<file path="src/rtl/battle_board_if.sv">
// Host-side bundle for battle_board_ctrl: placement, attack, VGA read port and status.
// The host drives requests (master); the controller answers (slave).
interface battle_board_if #(
  parameter int N         = 5,
  parameter int MAX_SHIPS = 4,
  parameter int LEN_MAX   = 3
);
  localparam int CW = $clog2(N);
  localparam int LW = $clog2(LEN_MAX + 1);
  localparam int SW = $clog2(MAX_SHIPS + 1);
  localparam int RW = $clog2(MAX_SHIPS * LEN_MAX + 1);

  logic          clear;
  logic          place_req;
  logic [CW-1:0] place_row;
  logic [CW-1:0] place_col;
  logic [LW-1:0] place_len;
  logic          place_horiz;
  logic          place_ack;
  logic          place_err;
  logic          start_game;
  logic          fire_req;
  logic [CW-1:0] fire_row;
  logic [CW-1:0] fire_col;
  logic          fire_ack;
  logic [1:0]    fire_result;
  logic [CW-1:0] rd_row;
  logic [CW-1:0] rd_col;
  logic [1:0]    rd_cell;
  logic [SW-1:0] ships_placed;
  logic [RW-1:0] cells_remaining;
  logic          all_sunk;
  logic          busy;
  logic [1:0]    phase;

  modport master (
    output clear, place_req, place_row, place_col, place_len, place_horiz,
           start_game, fire_req, fire_row, fire_col, rd_row, rd_col,
    input  place_ack, place_err, fire_ack, fire_result, rd_cell,
           ships_placed, cells_remaining, all_sunk, busy, phase
  );

  modport slave (
    input  clear, place_req, place_row, place_col, place_len, place_horiz,
           start_game, fire_req, fire_row, fire_col, rd_row, rd_col,
    output place_ack, place_err, fire_ack, fire_result, rd_cell,
           ships_placed, cells_remaining, all_sunk, busy, phase
  );
endinterface

</file>
<file path="src/rtl/battle_board_ctrl.sv">
// Battleship board controller: ship placement with one-cell-per-cycle overlap scan and
// write-back, then attack resolution until every ship cell is hit.
module battle_board_ctrl #(
  parameter int N         = 5,
  parameter int MAX_SHIPS = 4,
  parameter int LEN_MAX   = 3
) (
  input logic           clk,
  input logic           rst,
  battle_board_if.slave bus
);
  localparam int CW = $clog2(N);
  localparam int LW = $clog2(LEN_MAX + 1);
  localparam int SW = $clog2(MAX_SHIPS + 1);
  localparam int RW = $clog2(MAX_SHIPS * LEN_MAX + 1);

  typedef enum logic [1:0] {
    CELL_WATER = 2'b00, CELL_SHIP = 2'b01, CELL_HIT = 2'b10, CELL_MISS = 2'b11
  } cell_e;

  typedef enum logic [2:0] {S_SETUP, S_CHECK, S_WRITE, S_PLAY, S_DONE} state_e;

  localparam logic [1:0] RES_MISS    = 2'b00;
  localparam logic [1:0] RES_HIT     = 2'b01;
  localparam logic [1:0] RES_REPEAT  = 2'b10;
  localparam logic [1:0] RES_INVALID = 2'b11;

  state_e        state_q;
  cell_e         board_q [N][N];
  logic [CW-1:0] row_q, col_q;
  logic [LW-1:0] len_q, idx_q;
  logic          horiz_q;
  logic [SW-1:0] ships_q;
  logic [RW-1:0] remaining_q;
  logic          place_ack_q, place_err_q, fire_ack_q, all_sunk_q;
  logic [1:0]    fire_result_q;
  logic [1:0]    rd_cell_q;

  int            place_end;
  logic          place_bad;
  logic          fire_in_range, rd_in_range, scan_last;
  logic [CW-1:0] scan_row, scan_col;

  // An origin off the board on either axis is refused as well, so the scan never leaves the array.
  // NOTE: every variable driven here gets a value on every path, so no latch is inferred.
  always_comb begin
    place_end = (bus.place_horiz ? int'(bus.place_col) : int'(bus.place_row))
                + int'(bus.place_len) - 1;
    place_bad = (bus.place_len == '0) || (int'(bus.place_len) > LEN_MAX) ||
                (int'(ships_q) >= MAX_SHIPS) || (int'(bus.place_row) >= N) ||
                (int'(bus.place_col) >= N) || (place_end >= N);
  end

  assign fire_in_range = (int'(bus.fire_row) < N) && (int'(bus.fire_col) < N);
  assign rd_in_range   = (int'(bus.rd_row) < N) && (int'(bus.rd_col) < N);
  assign scan_row      = horiz_q ? row_q : row_q + CW'(idx_q);
  assign scan_col      = horiz_q ? col_q + CW'(idx_q) : col_q;
  assign scan_last     = (idx_q == len_q - LW'(1));

  // NOTE: all state below uses non-blocking assignments so every register samples pre-edge values.
  always_ff @(posedge clk or negedge rst) begin
    if (!rst) begin
      state_q       <= S_SETUP;
      row_q         <= '0;
      col_q         <= '0;
      len_q         <= '0;
      idx_q         <= '0;
      horiz_q       <= 1'b0;
      ships_q       <= '0;
      remaining_q   <= '0;
      place_ack_q   <= 1'b0;
      place_err_q   <= 1'b0;
      fire_ack_q    <= 1'b0;
      fire_result_q <= RES_MISS;
      all_sunk_q    <= 1'b0;
      rd_cell_q     <= CELL_WATER;
      // NOTE: the board array is reset on purpose; a half-written ship must not survive rst.
      for (int r = 0; r < N; r++)
        for (int c = 0; c < N; c++)
          board_q[r][c] <= CELL_WATER;
    end else begin
      place_ack_q <= 1'b0;
      place_err_q <= 1'b0;
      fire_ack_q  <= 1'b0;
      rd_cell_q   <= rd_in_range ? board_q[bus.rd_row][bus.rd_col] : CELL_WATER;

      if (bus.clear) begin
        state_q       <= S_SETUP;
        idx_q         <= '0;
        ships_q       <= '0;
        remaining_q   <= '0;
        all_sunk_q    <= 1'b0;
        fire_result_q <= RES_MISS;
        for (int r = 0; r < N; r++)
          for (int c = 0; c < N; c++)
            board_q[r][c] <= CELL_WATER;
      end else begin
        case (state_q)
          S_SETUP: begin
            if (bus.place_req) begin
              if (place_bad) begin
                place_err_q <= 1'b1;
              end else begin
                row_q   <= bus.place_row;
                col_q   <= bus.place_col;
                len_q   <= bus.place_len;
                horiz_q <= bus.place_horiz;
                idx_q   <= '0;
                state_q <= S_CHECK;
              end
            end else if (bus.start_game && ships_q != '0) begin
              state_q <= S_PLAY;
            end
          end

          S_CHECK: begin
            if (board_q[scan_row][scan_col] != CELL_WATER) begin
              place_err_q <= 1'b1;
              state_q     <= S_SETUP;
            end else if (scan_last) begin
              idx_q   <= '0;
              state_q <= S_WRITE;
            end else begin
              idx_q <= idx_q + LW'(1);
            end
          end

          S_WRITE: begin
            board_q[scan_row][scan_col] <= CELL_SHIP;
            if (scan_last) begin
              place_ack_q <= 1'b1;
              ships_q     <= ships_q + SW'(1);
              remaining_q <= remaining_q + RW'(len_q);
              state_q     <= S_SETUP;
            end else begin
              idx_q <= idx_q + LW'(1);
            end
          end

          S_PLAY: begin
            if (bus.fire_req) begin
              fire_ack_q <= 1'b1;
              if (!fire_in_range) begin
                fire_result_q <= RES_INVALID;
              end else begin
                case (board_q[bus.fire_row][bus.fire_col])
                  CELL_WATER: begin
                    fire_result_q                       <= RES_MISS;
                    board_q[bus.fire_row][bus.fire_col] <= CELL_MISS;
                  end
                  CELL_SHIP: begin
                    fire_result_q                       <= RES_HIT;
                    board_q[bus.fire_row][bus.fire_col] <= CELL_HIT;
                    if (remaining_q != '0) remaining_q <= remaining_q - RW'(1);
                    if (remaining_q == RW'(1)) begin
                      all_sunk_q <= 1'b1;
                      state_q    <= S_DONE;
                    end
                  end
                  default: fire_result_q <= RES_REPEAT;
                endcase
              end
            end
          end

          S_DONE:  ;
          default: state_q <= S_SETUP;
        endcase
      end
    end
  end

  assign bus.place_ack       = place_ack_q;
  assign bus.place_err       = place_err_q;
  assign bus.fire_ack        = fire_ack_q;
  assign bus.fire_result     = fire_result_q;
  assign bus.rd_cell         = rd_cell_q;
  assign bus.ships_placed    = ships_q;
  assign bus.cells_remaining = remaining_q;
  assign bus.all_sunk        = all_sunk_q;
  assign bus.busy            = (state_q == S_CHECK) || (state_q == S_WRITE);
  assign bus.phase           = (state_q == S_SETUP) ? 2'b00 :
                               (state_q == S_PLAY)  ? 2'b10 :
                               (state_q == S_DONE)  ? 2'b11 : 2'b01;
endmodule

</file>
<file path="src/flat_wrapper.sv">
// flat-port wrapper written by rule: the top's interface ports become plain ports
module battle_board_ctrl_flat 
#(
  parameter int N         = 5,
  parameter int MAX_SHIPS = 4,
  parameter int LEN_MAX   = 3
)
  (clk, rst, bus_clear, bus_place_req, bus_place_row, bus_place_col, bus_place_len, bus_place_horiz, bus_start_game, bus_fire_req, bus_fire_row, bus_fire_col, bus_rd_row, bus_rd_col, bus_place_ack, bus_place_err, bus_fire_ack, bus_fire_result, bus_rd_cell, bus_ships_placed, bus_cells_remaining, bus_all_sunk, bus_busy, bus_phase);
  battle_board_if #(.N(N), .MAX_SHIPS(MAX_SHIPS), .LEN_MAX(LEN_MAX)) bus_i ();
  input logic clk;
  input logic rst;
  input wire logic [$bits(bus_i.clear)-1:0] bus_clear;
  input wire logic [$bits(bus_i.place_req)-1:0] bus_place_req;
  input wire logic [$bits(bus_i.place_row)-1:0] bus_place_row;
  input wire logic [$bits(bus_i.place_col)-1:0] bus_place_col;
  input wire logic [$bits(bus_i.place_len)-1:0] bus_place_len;
  input wire logic [$bits(bus_i.place_horiz)-1:0] bus_place_horiz;
  input wire logic [$bits(bus_i.start_game)-1:0] bus_start_game;
  input wire logic [$bits(bus_i.fire_req)-1:0] bus_fire_req;
  input wire logic [$bits(bus_i.fire_row)-1:0] bus_fire_row;
  input wire logic [$bits(bus_i.fire_col)-1:0] bus_fire_col;
  input wire logic [$bits(bus_i.rd_row)-1:0] bus_rd_row;
  input wire logic [$bits(bus_i.rd_col)-1:0] bus_rd_col;
  output wire logic [$bits(bus_i.place_ack)-1:0] bus_place_ack;
  output wire logic [$bits(bus_i.place_err)-1:0] bus_place_err;
  output wire logic [$bits(bus_i.fire_ack)-1:0] bus_fire_ack;
  output wire logic [$bits(bus_i.fire_result)-1:0] bus_fire_result;
  output wire logic [$bits(bus_i.rd_cell)-1:0] bus_rd_cell;
  output wire logic [$bits(bus_i.ships_placed)-1:0] bus_ships_placed;
  output wire logic [$bits(bus_i.cells_remaining)-1:0] bus_cells_remaining;
  output wire logic [$bits(bus_i.all_sunk)-1:0] bus_all_sunk;
  output wire logic [$bits(bus_i.busy)-1:0] bus_busy;
  output wire logic [$bits(bus_i.phase)-1:0] bus_phase;
  assign bus_i.clear = bus_clear;
  assign bus_i.place_req = bus_place_req;
  assign bus_i.place_row = bus_place_row;
  assign bus_i.place_col = bus_place_col;
  assign bus_i.place_len = bus_place_len;
  assign bus_i.place_horiz = bus_place_horiz;
  assign bus_i.start_game = bus_start_game;
  assign bus_i.fire_req = bus_fire_req;
  assign bus_i.fire_row = bus_fire_row;
  assign bus_i.fire_col = bus_fire_col;
  assign bus_i.rd_row = bus_rd_row;
  assign bus_i.rd_col = bus_rd_col;
  assign bus_place_ack = bus_i.place_ack;
  assign bus_place_err = bus_i.place_err;
  assign bus_fire_ack = bus_i.fire_ack;
  assign bus_fire_result = bus_i.fire_result;
  assign bus_rd_cell = bus_i.rd_cell;
  assign bus_ships_placed = bus_i.ships_placed;
  assign bus_cells_remaining = bus_i.cells_remaining;
  assign bus_all_sunk = bus_i.all_sunk;
  assign bus_busy = bus_i.busy;
  assign bus_phase = bus_i.phase;
  battle_board_ctrl #(.N(N), .MAX_SHIPS(MAX_SHIPS), .LEN_MAX(LEN_MAX)) u_core (.clk(clk), .rst(rst), .bus(bus_i));
endmodule
</file>
<file path="config.mk">
export PLATFORM = sky130hd
export DESIGN_NAME = battle_board_ctrl_flat
export DESIGN_NICKNAME = d
export VERILOG_FILES = /design/src/rtl/battle_board_if.sv /design/src/rtl/battle_board_ctrl.sv /design/src/flat_wrapper.sv
export SDC_FILE = /design/constraint.sdc
export NUM_CORES = 1
export LEC_CHECK = 0
export ABC_AREA = 1
export CAP_MARGIN = 15
export CORE_UTILIZATION = 55
export DETAILED_ROUTE_END_ITERATION = 12
export PLACE_DENSITY = 0.77
export RECOVER_POWER = 100
export SKIP_LAST_GASP = 1
export SLEW_MARGIN = 0
export SYNTH_ARGS = -nofsm -noshare
export SYNTH_HDL_FRONTEND = slang
export SYNTH_SLANG_ARGS = --single-unit
</file>
<file path="constraint.sdc">
create_clock -name clk -period 2.3 [get_ports clk]
set_clock_uncertainty 0.05 [all_clocks]
set_input_delay 0.46 -clock clk [delete_from_list [all_inputs] [get_ports clk]]
set_output_delay 0.46 -clock clk [all_outputs]
set_load 0.005 [all_outputs]
</file>
==> flow_metrics.env, run 1 <==
export IMPL_run_status="finished with violations"
export IMPL_violations_in_the_final_reports="design-rule violations, negative setup slack"
export IMPL_mappedNetlistNets=1104
export IMPL_timing_slew_headroom=0.4423
export IMPL_sequentialPowerShare=0.196
export IMPL_cp_common_cell="nand2_1"
export IMPL_grt_pass1_vias=8400
export IMPL_synth_enable_flop_cells=0
export IMPL_crit_arrival_ps=3010
export IMPL_yosysWarningCount=0
export IMPL_dieArea_sq_um=12460
export IMPL_grt_overflow_total=0
export IMPL_synthesized_area_per_cell_sq_um=6.249
export IMPL_clkSinkCount=79
export IMPL_worst_hold_path_num_cells=3
export IMPL_max_cap_violations=0
export IMPL_detailedPlacementHpwl_microns=17990
export IMPL_antenna_found_initial=0
export IMPL_worstSkewPairLatency_ps=360
export IMPL_detailroute_via_count=8881
export IMPL_switching_share_of_total_power=0.4805
export IMPL_timing_final_hold_violations=0
export IMPL_post_route_cells_drive_above_1_share=0.2882
export IMPL_delay_contributed_by_the_slowest_stage_of_the_critical_path_ps=520
export IMPL_synth_top_cell_area_share=0.2990
export IMPL_ys_flop_type="dfrtp_1"
export IMPL_dpl_cell_count=1350
export IMPL_clkPwrFrac=0.156
export IMPL_design_core_area_sq_um=11560
export IMPL_switchingPower_mw=5.215
export IMPL_crit_path_top_delay_cell="o21ai_0"
export IMPL_holdCritPathClass="input port to register"
export IMPL_fin_util=0.8450
export IMPL_grt_start_max_net_pins=38
export IMPL_vias_per_inst=6.317
export IMPL_fraction_of_synthesis_flops_using_an_asynchronous_set_or_reset_pin=1.000
export IMPL_cts_tree="built"
export IMPL_design_portCount=45
export IMPL_buffer_ports_inserted=44
export IMPL_regToRegStartpoint="u_core.horiz_q"
export IMPL_synthesis_instances=1058
export IMPL_timing_setup_critical_path_class="register to register"
export IMPL_leakagePower_nw=4.545
export IMPL_clkSlewWorstSetupHoldPaths_ps=70
export IMPL_synth_top_cells_by_area="dfrtp_1, nand2_1, o21ai_0, inv_1, nor2_1"
export IMPL_cellPowerDensity_nw_per_um2=1111
export IMPL_synth_yosys_seq_area_share=0.2990
export IMPL_average_detailed_routed_wire_length_per_instance_microns=21.24
export IMPL_synth_cell_area_sq_um=6611
export IMPL_element_type_at_the_critical_path_end="register"
export IMPL_flow_area_growth_from_synthesis_pct=47.80
export IMPL_clock_root_buffer="clkbuf_16"
export IMPL_initial_utilization=0.5717
export IMPL_drt_iter0_drc=1612
export IMPL_vdd_ir_drop_max_uv=642.5
export IMPL_yosys_register_bits=79
export IMPL_drt_pre_antenna_iters=12
export IMPL_ff_latch_area_sq_um=1979
export IMPL_critical_path_n_buffers_inverters=3
export IMPL_post_route_drc_count=1
export IMPL_crit_path_cell_chain="buf_4, o21ai_0, inv_1, nand2_4, nor2_4, nand2_1, nor2_2, nand2_1, nand2_2, nor2_4, nand4_1, nand2_2, inv_2, nand2_1, nand2_1"
export IMPL_synth_lib_cells_used_distinct=44
export IMPL_r2r_worst_path_cells=15
export IMPL_num_rows=39
export IMPL_p_int_mw=5.638
export IMPL_worstHoldEndpoint="u_core.row_q[1]"
export IMPL_post_route_worst_setup_slack_ps=-519.3
export IMPL_power_share_combinational=0.648
export IMPL_finalWeightedCongestion=1.059
export IMPL_clockBufferDepth=2
export IMPL_synth_largest_area_cell="dfrtp_1"
export IMPL_final_max_slew_violation_count=0
export IMPL_multi_input_area_sq_um=4557
export IMPL_floorplan_die_height_microns=111.6
export IMPL_setup_worst_path_start_class="register"
export IMPL_grt_use_total=0.4564
export IMPL_finalNonFillerCells=1406
export IMPL_setup_tns_ps=-14660
export IMPL_count_of_nets_left_with_antenna_violations_after_detail_routing=0
export IMPL_die_x_microns=111.6
export IMPL_timing_final_crit_share=1.226
export IMPL_filler_cell_count=725
export IMPL_setup_viol=63
export IMPL_cts_buffers=9
export IMPL_timing_critical_path_max_delay_family="simple AND/OR/NAND/NOR gates"
export IMPL_fmax_mhz=354.7
export IMPL_worst_endpoint_required_ps=2490
export IMPL_routed_wl_microns=29860
export IMPL_hp_start="bus_place_row[1]"
export IMPL_pre_cts_ws_ps=-1025
export IMPL_crit_path_max_fanout=6
export IMPL_worst_hold_slack_ps=362.9
export IMPL_n_antenna_cell=0
export IMPL_numnets_final=1305
export IMPL_layout_min_cycle_time_ps=2819
export IMPL_rsz0062_at_grt="yes"
export IMPL_r2r_setup_slack_ps=-520
export IMPL_tightest_pin_transition_ps=836.5
export IMPL_grt_pass1_wl_microns=43330
export IMPL_cts_htree_levels=3
export IMPL_critical_path_reg2reg_endpoint="u_core.state_q[1]"
## state kept, by name (all words and copies together) (netlist names), 2 cells and up
register and cells:
u_core.bus.fire_result 2, u_core.board_q 50, u_core.state_q 3, u_core.bus.ships_placed 3
u_core.row_q 3, u_core.len_q 2, u_core.bus.rd_cell 2, u_core.bus.cells_remaining 4
u_core.idx_q 2, u_core.col_q 3
## routing by layer
metal | share of wire | global-route usage | vias to the layer above
li1 | - | - | 3837
met1 | 0.37 | 0.5849 | 3973
met2 | 0.42 | 0.6687 | 834
met3 | 0.14 | 0.1410 | 237
met4 | 0.069 | 0.2883 | 0
met5 | 0 | 0 | -
## how the worst max path moves through the flow
stage                           from           endpoint  depth (start not counted)
CTS                  u_core.idx_q[0]  u_core.state_q[0]                         16
floorplan           bus_place_col[1]  u_core.state_q[1]                         18
global placement    bus_place_col[1]  u_core.state_q[1]                         19
detailed placement  bus_place_col[1]  u_core.state_q[0]                         19
finish                u_core.horiz_q  u_core.state_q[1]                         15
global route          u_core.horiz_q  u_core.state_q[1]                         15
## what timing repair did
item | CTS | global route
buffers inserted | 24 | 13
hold buffers | 1 | 0
gates cloned | 6 | 2
pin swaps | 43 | 55
hold endpoints to repair | 18 | 0
gates resized for setup | 189 | 121
setup endpoints to repair | 72 | 74
## cells by family after synthesis
| kind of cell | share of synthesized area |
|---|---|
| AOI/OAI and AO/OA | 0.2233 |
| xor gates and xnor gates | 0.005300 |
| adders and majority gates | 0.04050 |
| buffers and inverters | 0.1117 |
| DFF | 0.2990 |
| and+or+nand+nor | 0.3202 |
## through the flow
stage               power (mW)  instance area, sq um
floorplan                4.632                  6683
global placement         6.710                  8245
detailed placement       6.793                  8245
CTS                      9.649                  9390
global route             11.23                  9772
finish                   10.85                  9772
## cell usage after synthesis (4+ instances only)
cell	number
nand2_1	267
inv_1	137
o21ai_0	127
nor2_1	120
a21oi_1	86
dfrtp_1	79
nand3_1	56
and2_1	24
clkbuf_1	20
o21a_1	18
ha_1	15
buf_2	11
nor3_1	9
o22ai_1	9
a211oi_1	8
nand4_1	8
nand2_2	6
inv_2	5
buf_4	4
fa_1	4
o21ai_1	4
o221ai_1	4
## power by group through the flow
stage | logic [mW] | registers [mW] | clock network, mW
2_1_floorplan | 2.65 | 1.98 | 0
3_3_place_gp | 4.63 | 2.08 | 0
3_5_place_dp | 4.71 | 2.08 | 0
4_1_cts | 5.89 | 2.08 | 1.68
5_1_grt | 7.35 | 2.14 | 1.73
6_report | 7.04 | 2.13 | 1.69
## cells in the final DEF (no fill, tap or decap), drive strengths merged, types with 9 or more instances in the layout
| cell type | Yosys | routed |
|---|---|---|
| o21ai | 132 | 132 |
| and2 | 24 | 24 |
| a21oi | 87 | 87 |
| o21a | 18 | 18 |
| nand2 | 275 | 275 |
| nand3 | 58 | 61 |
| dlygate4sd3 | 0 | 18 |
| inv | 143 | 139 |
| clkbuf | 21 | 21 |
| ha | 15 | 15 |
| buf | 18 | 176 |
| nor2 | 122 | 122 |
| clkdlybuf4s50 | 0 | 14 |
| o22ai | 9 | 9 |
| dfrtp | 79 | 79 |
| nor3 | 9 | 9 |
## final cells by class
type,count,area share
Clock buffer,9,0.02305
Multi-Input combinational cell,798,0.4663
Sequential cell,79,0.2026
Inverter,145,0.06223
Tap cell,143,0.01831
Clock inverter,6,0.01114
Timing Repair Buffer,226,0.2164
## worst reg2reg max path: cells and delay by family (launching register included)
family,cells,cell delay (ps)
and+or+nand+nor,11,1120
buffers and inverters,3,540
AOI/OAI and AO/OA,1,520
DFF,1,480
Note: power is estimated with default switching activity, not from simulation.
==> inputs of run 2 (changes only) <==
- CAP_MARGIN: 15 -> unset
- CORE_UTILIZATION: 55 -> 45
- PLACE_DENSITY: 0.77 -> 0.65
==> run 2 against run 1 <==
Net effect: the flow finishes with violations (negative setup slack); count of clock-buffer cells in the layout up 4; largest cell class unchanged; flip-flop and latch count is the same; worst hold slack gained 42 ps; cell count is 1.4% higher; sequential power shrank 2%; first-iteration DRC count fell by 48%; clock power fell by 4%.
==> flow_metrics.env, run 2 (synthesis results as in run 1) <==
export IMPL_run_status="finished with violations"
export IMPL_violations_in_the_final_reports="negative setup slack"
export IMPL_post_route_drc_count=0
export IMPL_detailed_place_area_sq_um=8319
export IMPL_fin_util=0.6669
export IMPL_dpl_cell_count=1384
export IMPL_buffer_ports_inserted=44
export IMPL_finalNonFillerCells=1425
export IMPL_drt_iter0_drc=846
export IMPL_die_x_microns=123.2
export IMPL_dieArea_sq_um=15180
export IMPL_holdCritPathClass="input port to register"
export IMPL_timing_setup_critical_path_class="register to register"
export IMPL_average_detailed_routed_wire_length_per_instance_microns=18.16
export IMPL_final_max_slew_violation_count=0
export IMPL_finalInstanceArea_sq_um=9400
export IMPL_clock_root_buffer="clkbuf_16"
export IMPL_vias_per_inst=5.609
export IMPL_clkSinkCount=79
export IMPL_crit_path_max_fanout=7
export IMPL_count_of_nets_left_with_antenna_violations_after_detail_routing=0
export IMPL_crit_arrival_ps=2920
export IMPL_max_cap_violations=0
export IMPL_cellPowerDensity_nw_per_um2=1046
export IMPL_most_common_layout_cells="nand2_1, buf_4, inv_1"
export IMPL_cts_buffers=9
export IMPL_design_portCount=45
export IMPL_flow_area_growth_from_synthesis_pct=42.18
export IMPL_largest_register_ff_count=50
export IMPL_cts_tree="built"
export IMPL_design_core_area_sq_um=14100
export IMPL_fmax_mhz=367.4
export IMPL_grt_overflow_total=0
export IMPL_drt_pre_antenna_iters=5
export IMPL_rsz0062_at_grt="yes"
export IMPL_setup_worst_path_start_class="register"
export IMPL_post_route_worst_setup_slack_ps=-421.8
export IMPL_element_type_at_the_critical_path_end="register"
export IMPL_timing_slew_headroom=0.03629
export IMPL_worstSkewPairLatency_ps=350
export IMPL_leakagePower_nw=4.390
export IMPL_grt_pass1_wl_microns=40000
export IMPL_clockBufferDepth=2
export IMPL_floorplan_die_height_microns=123.2
export IMPL_r2r_setup_slack_ps=-420
export IMPL_antenna_found_initial=0
export IMPL_detailedPlacementHpwl_microns=17780
export IMPL_final_common_cell="nand2_1"
export IMPL_vdd_ir_drop_max_uv=517.0
export IMPL_worst_endpoint_required_ps=2500
export IMPL_detailroute_via_count=7993
export IMPL_timing_final_hold_violations=0
export IMPL_post_route_cells_drive_above_1_share=0.2594
export IMPL_num_rows=43
export IMPL_numnets_final=1286
export IMPL_timing_final_crit_share=1.183
export IMPL_clkSlewWorstSetupHoldPaths_ps=60
export IMPL_n_antenna_cell=0
export IMPL_grt_use_total=0.3536
export IMPL_grt_start_max_net_pins=57
export IMPL_routed_wl_microns=25870
export IMPL_cts_htree_levels=3
export IMPL_setup_viol=57
export IMPL_largest_register="u_core.board_q"
export IMPL_tightest_pin_transition_ps=1446
export IMPL_layout_min_cycle_time_ps=2722
export IMPL_finalWeightedCongestion=1.050
export IMPL_grt_pass1_vias=7519
export IMPL_initial_utilization=0.4690
-- run 2: cell count changes in the layout (fill, tap and decap cells not counted), moves of 6 or more --
cell,delta
buf_6,-16
nor2_1,+6
nor2_2,+7
nor2_4,-13
o21ai_0,+16
o21ai_1,-13
-- run 2: path summary, 6_finish.rpt --
path,start,end,cells past startpoint
max,u_core.idx_q[0],u_core.state_q[0],17
min,bus_place_col[1],u_core.col_q[1],4
max reg2reg,u_core.idx_q[0],u_core.state_q[0],17
min reg2reg,u_core.bus.fire_result[0],u_core.bus.fire_result[0],2
max in group asynchronous,rst,u_core.board_q[7],3
min in group asynchronous,rst,u_core.col_q[1],2
-- run 2: metal layers --
layer / track usage / vias to the layer above / wire (microns)
li1: - / 3814 / -
met1: 0.4720 / 3647 / 10780
met2: 0.5395 / 464 / 11320
met3: 0.07426 / 68 / 2890
met4: 0.1777 / 0 / 885
met5: 0 / - / 0
-- run 2: worst max-delay path, stage by stage, from the launching register on --
cell,delay (ps)
dfrtp_1,410
ha_2,210
fa_1,490
inv_2,50
buf_6,110
o21ai_4,120
buf_6,160
nand3_1,100
nor2_1,110
nor2_1,50
nand2_1,90
nand2_1,90
nor2_4,150
nand4_1,140
nand2_2,130
inv_2,50
nand2_1,60
nand2_1,40
-- run 2: metrics by stage --
step | TNS, ps | power (mW) | hold WS (ps) | setup slack [ps]
floorplan | -1412 | 4.632 | 114.4 | -213.8
global placement | -44380 | 6.833 | 339.2 | -941.3
detailed placement | -45570 | 6.895 | 340.0 | -1102
CTS | -7689 | 9.179 | 394.2 | -358.0
global route | -18470 | 10.41 | 411.7 | -555.8
finish | -10720 | 9.835 | 404.9 | -421.8
-- run 2: layout make-up --
type | instances | area, sq um
Clock buffer | 13 | 260.3
Clock inverter | 3 | 65.06
Fill cell | 1282 | 4696
Inverter | 145 | 585.6
Multi-Input combinational cell | 798 | 4439
Sequential cell | 79 | 1978
Tap cell | 180 | 225.2
Timing Repair Buffer | 207 | 1847
-- run 2: where the power goes --
part	switching [mW]	internal (mW)	total, mW
logic	3.63	2.50	6.13
registers	0.354	1.74	2.09
clock network	0.605	1.01	1.62
-- run 2: timing repair --
action | CTS | global route
resized for setup | 134 | 92
setup buffers | 16 | 7
setup endpoints to repair | 73 | 74
pin swaps | 30 | 40
hold buffers | 1 | 0
cloned | 3 | 1
hold endpoints to repair | 23 | 0
==> inputs of run 3 (changes only) <==
- CORE_MARGIN: unset -> 2
==> run 3 against run 2 <==
Net effect: the flow still finishes with violations (negative setup slack); register-to-register slack about the same; first-iteration DRC count up 2.5%; core utilization shrank 0.67 points; flip-flop and latch count stayed put; critical path type unchanged; critical endpoint is now u_core.board_q[5]; largest cell class unchanged; largest power group unchanged.
==> flow_metrics.env, run 3 (synthesis results as in run 1) <==
export IMPL_post_route_drc_count=0
export IMPL_floorplan_die_height_microns=125.2
export IMPL_fmax_mhz=369.3
export IMPL_r2r_worst_path_cells=13
export IMPL_setup_worst_path_start_class="register"
export IMPL_layout_min_cycle_time_ps=2708
export IMPL_antenna_found_initial=0
export IMPL_worstSkewPairLatency_ps=360
export IMPL_die_x_microns=125.2
export IMPL_timing_slew_headroom=0.4467
export IMPL_largest_register="u_core.board_q"
export IMPL_num_rows=44
export IMPL_violations_in_the_final_reports="negative setup slack"
export IMPL_tightest_pin_transition_ps=830.0
export IMPL_clkSinkCount=79
export IMPL_setup_viol=54
export IMPL_vias_per_inst=5.649
export IMPL_holdCritPathClass="input port to register"
export IMPL_totalPowerFinal_mw=9.966
export IMPL_timing_final_hold_violations=0
export IMPL_worst_hold_path_num_cells=3
export IMPL_worst_endpoint_required_ps=2500
export IMPL_cts_htree_levels=3
export IMPL_grt_start_max_net_pins=34
export IMPL_design_portCount=45
export IMPL_cellPowerDensity_nw_per_um2=1047
export IMPL_clkSlewWorstSetupHoldPaths_ps=70
export IMPL_element_type_at_the_critical_path_end="register"
export IMPL_routed_wl_microns=26340
export IMPL_most_common_layout_cells="nand2_1, buf_4, inv_1"
export IMPL_final_max_slew_violation_count=0
export IMPL_crit_arrival_ps=2910
export IMPL_timing_final_crit_share=1.177
export IMPL_cts_tree="built"
export IMPL_detailedPlacementHpwl_microns=18050
export IMPL_buffer_ports_inserted=44
export IMPL_post_route_worst_setup_slack_ps=-407.7
export IMPL_crit_path_max_fanout=6
export IMPL_timing_setup_critical_path_class="register to register"
export IMPL_design_core_area_sq_um=14420
export IMPL_flow_area_growth_from_synthesis_pct=44.02
export IMPL_drt_iter0_drc=867
export IMPL_run_status="finished with violations"
export IMPL_post_route_cells_drive_above_1_share=0.2802
export IMPL_largest_register_ff_count=50
export IMPL_max_cap_violations=0
export IMPL_average_detailed_routed_wire_length_per_instance_microns=18.38
export IMPL_setup_tns_ps=-10430
export IMPL_grt_pass1_vias=7420
export IMPL_final_common_cell="nand2_1"
export IMPL_initial_utilization=0.4584
export IMPL_rsz0062_at_grt="yes"
export IMPL_cts_buffers=9
export IMPL_numnets_final=1290
export IMPL_leakagePower_nw=4.416
export IMPL_n_antenna_cell=0
export IMPL_grt_pass1_wl_microns=39790
export IMPL_filler_cell_count=1280
export IMPL_drt_pre_antenna_iters=6
export IMPL_count_of_nets_left_with_antenna_violations_after_detail_routing=0
export IMPL_vdd_ir_drop_max_uv=583.1
export IMPL_clock_root_buffer="clkbuf_16"
export IMPL_finalWeightedCongestion=0.9930
export IMPL_detailroute_via_count=8095
export IMPL_grt_use_total=0.3258
export IMPL_dieArea_sq_um=15680
export IMPL_grt_overflow_total=0
export IMPL_clockBufferDepth=2
==> run 3: cell types whose count changed in the layout (fill, tap and decap cells not counted), moves of 7 or more <==
cell     delta
nor2_2      -7
nor2_4     +12
a21oi_1     -9
a21oi_2     +9
o21ai_2     +7
o21ai_0    -16
buf_6       +8
inv_2       -7
o21ai_1    +10
==> run 3: repair_timing <==
item | CTS | global route
cloned | 2 | 1
hold buffers | 1 | 0
endpoints found under the setup margin | 73 | 74
buffers inserted | 15 | 8
hold endpoints to repair | 24 | 0
gates resized for setup | 130 | 151
pin swaps | 34 | 54
==> run 3: path summary, 6_finish.rpt <==
kind / start / to / slack [ps]
worst max-delay path: u_core.idx_q[0] / u_core.board_q[5] / -410
max in group asynchronous: rst / u_core.board_q[37] / 260
worst min register to register: u_core.bus.fire_result[0] / u_core.bus.fire_result[0] / 440
worst max register to register: u_core.idx_q[0] / u_core.board_q[5] / -410
worst min-delay path: bus_place_row[1] / u_core.row_q[1] / 340
min in group asynchronous: rst / u_core.board_q[1] / 640
==> run 3: cell type report <==
class / instances / area, sq um / share of cell area
Tap cell: 184 / 230.2 / 0.02418
Multi-Input combinational cell: 797 / 4527 / 0.4754
Inverter: 145 / 598.1 / 0.06281
Sequential cell: 79 / 1978 / 0.2078
Clock buffer: 10 / 229.0 / 0.02405
Timing Repair Buffer: 212 / 1874 / 0.1968
Clock inverter: 6 / 85.08 / 0.008936
==> run 3: through the flow <==
stage / hold slack, ps / worst slack, ps / instance area [sq um] / util / cells
2_1_floorplan: 114.4 / -213.8 / 6683 / - / 1058
3_3_place_gp: 364.2 / -964.3 / 8337 / 0.5780 / 1393
3_5_place_dp: 364.3 / -1008 / 8337 / 0.5780 / 1393
4_1_cts: 382.9 / -302.1 / 9114 / 0.6319 / 1427
5_1_grt: 368.4 / -514.9 / 9522 / 0.6601 / 1433
6_report: 343.8 / -407.7 / 9522 / 0.6601 / 1433
==> run 3: critical path, cell delays in order (launching register included) <==
cell        delay, ps
dfrtp_1           410
ha_2              200
fa_2              340
nand2_1            70
nand2_1            60
nand2_2           100
clkinvlp_4        220
buf_12            200
nor2_4            190
clkinvlp_4        250
buf_4             200
nor2_2             90
a21oi_1            80
o21a_1            130
==> run 3: per-layer routing <==
metal  wire (microns)  global-route usage  vias to the layer above
met2            11650              0.5035                      435
met4             1064              0.1523                        0
met1            10820              0.4389                     3744
met5                0                   0                        -
met3             2808             0.06761                      100
li1                 -                   -                     3816
==> run 3: report_power, final <==
group          internal, mW  total (mW)  switching [mW]
combinational          2.55        6.26            3.71
sequential             1.73        2.10           0.367
clock                 0.948        1.60           0.656
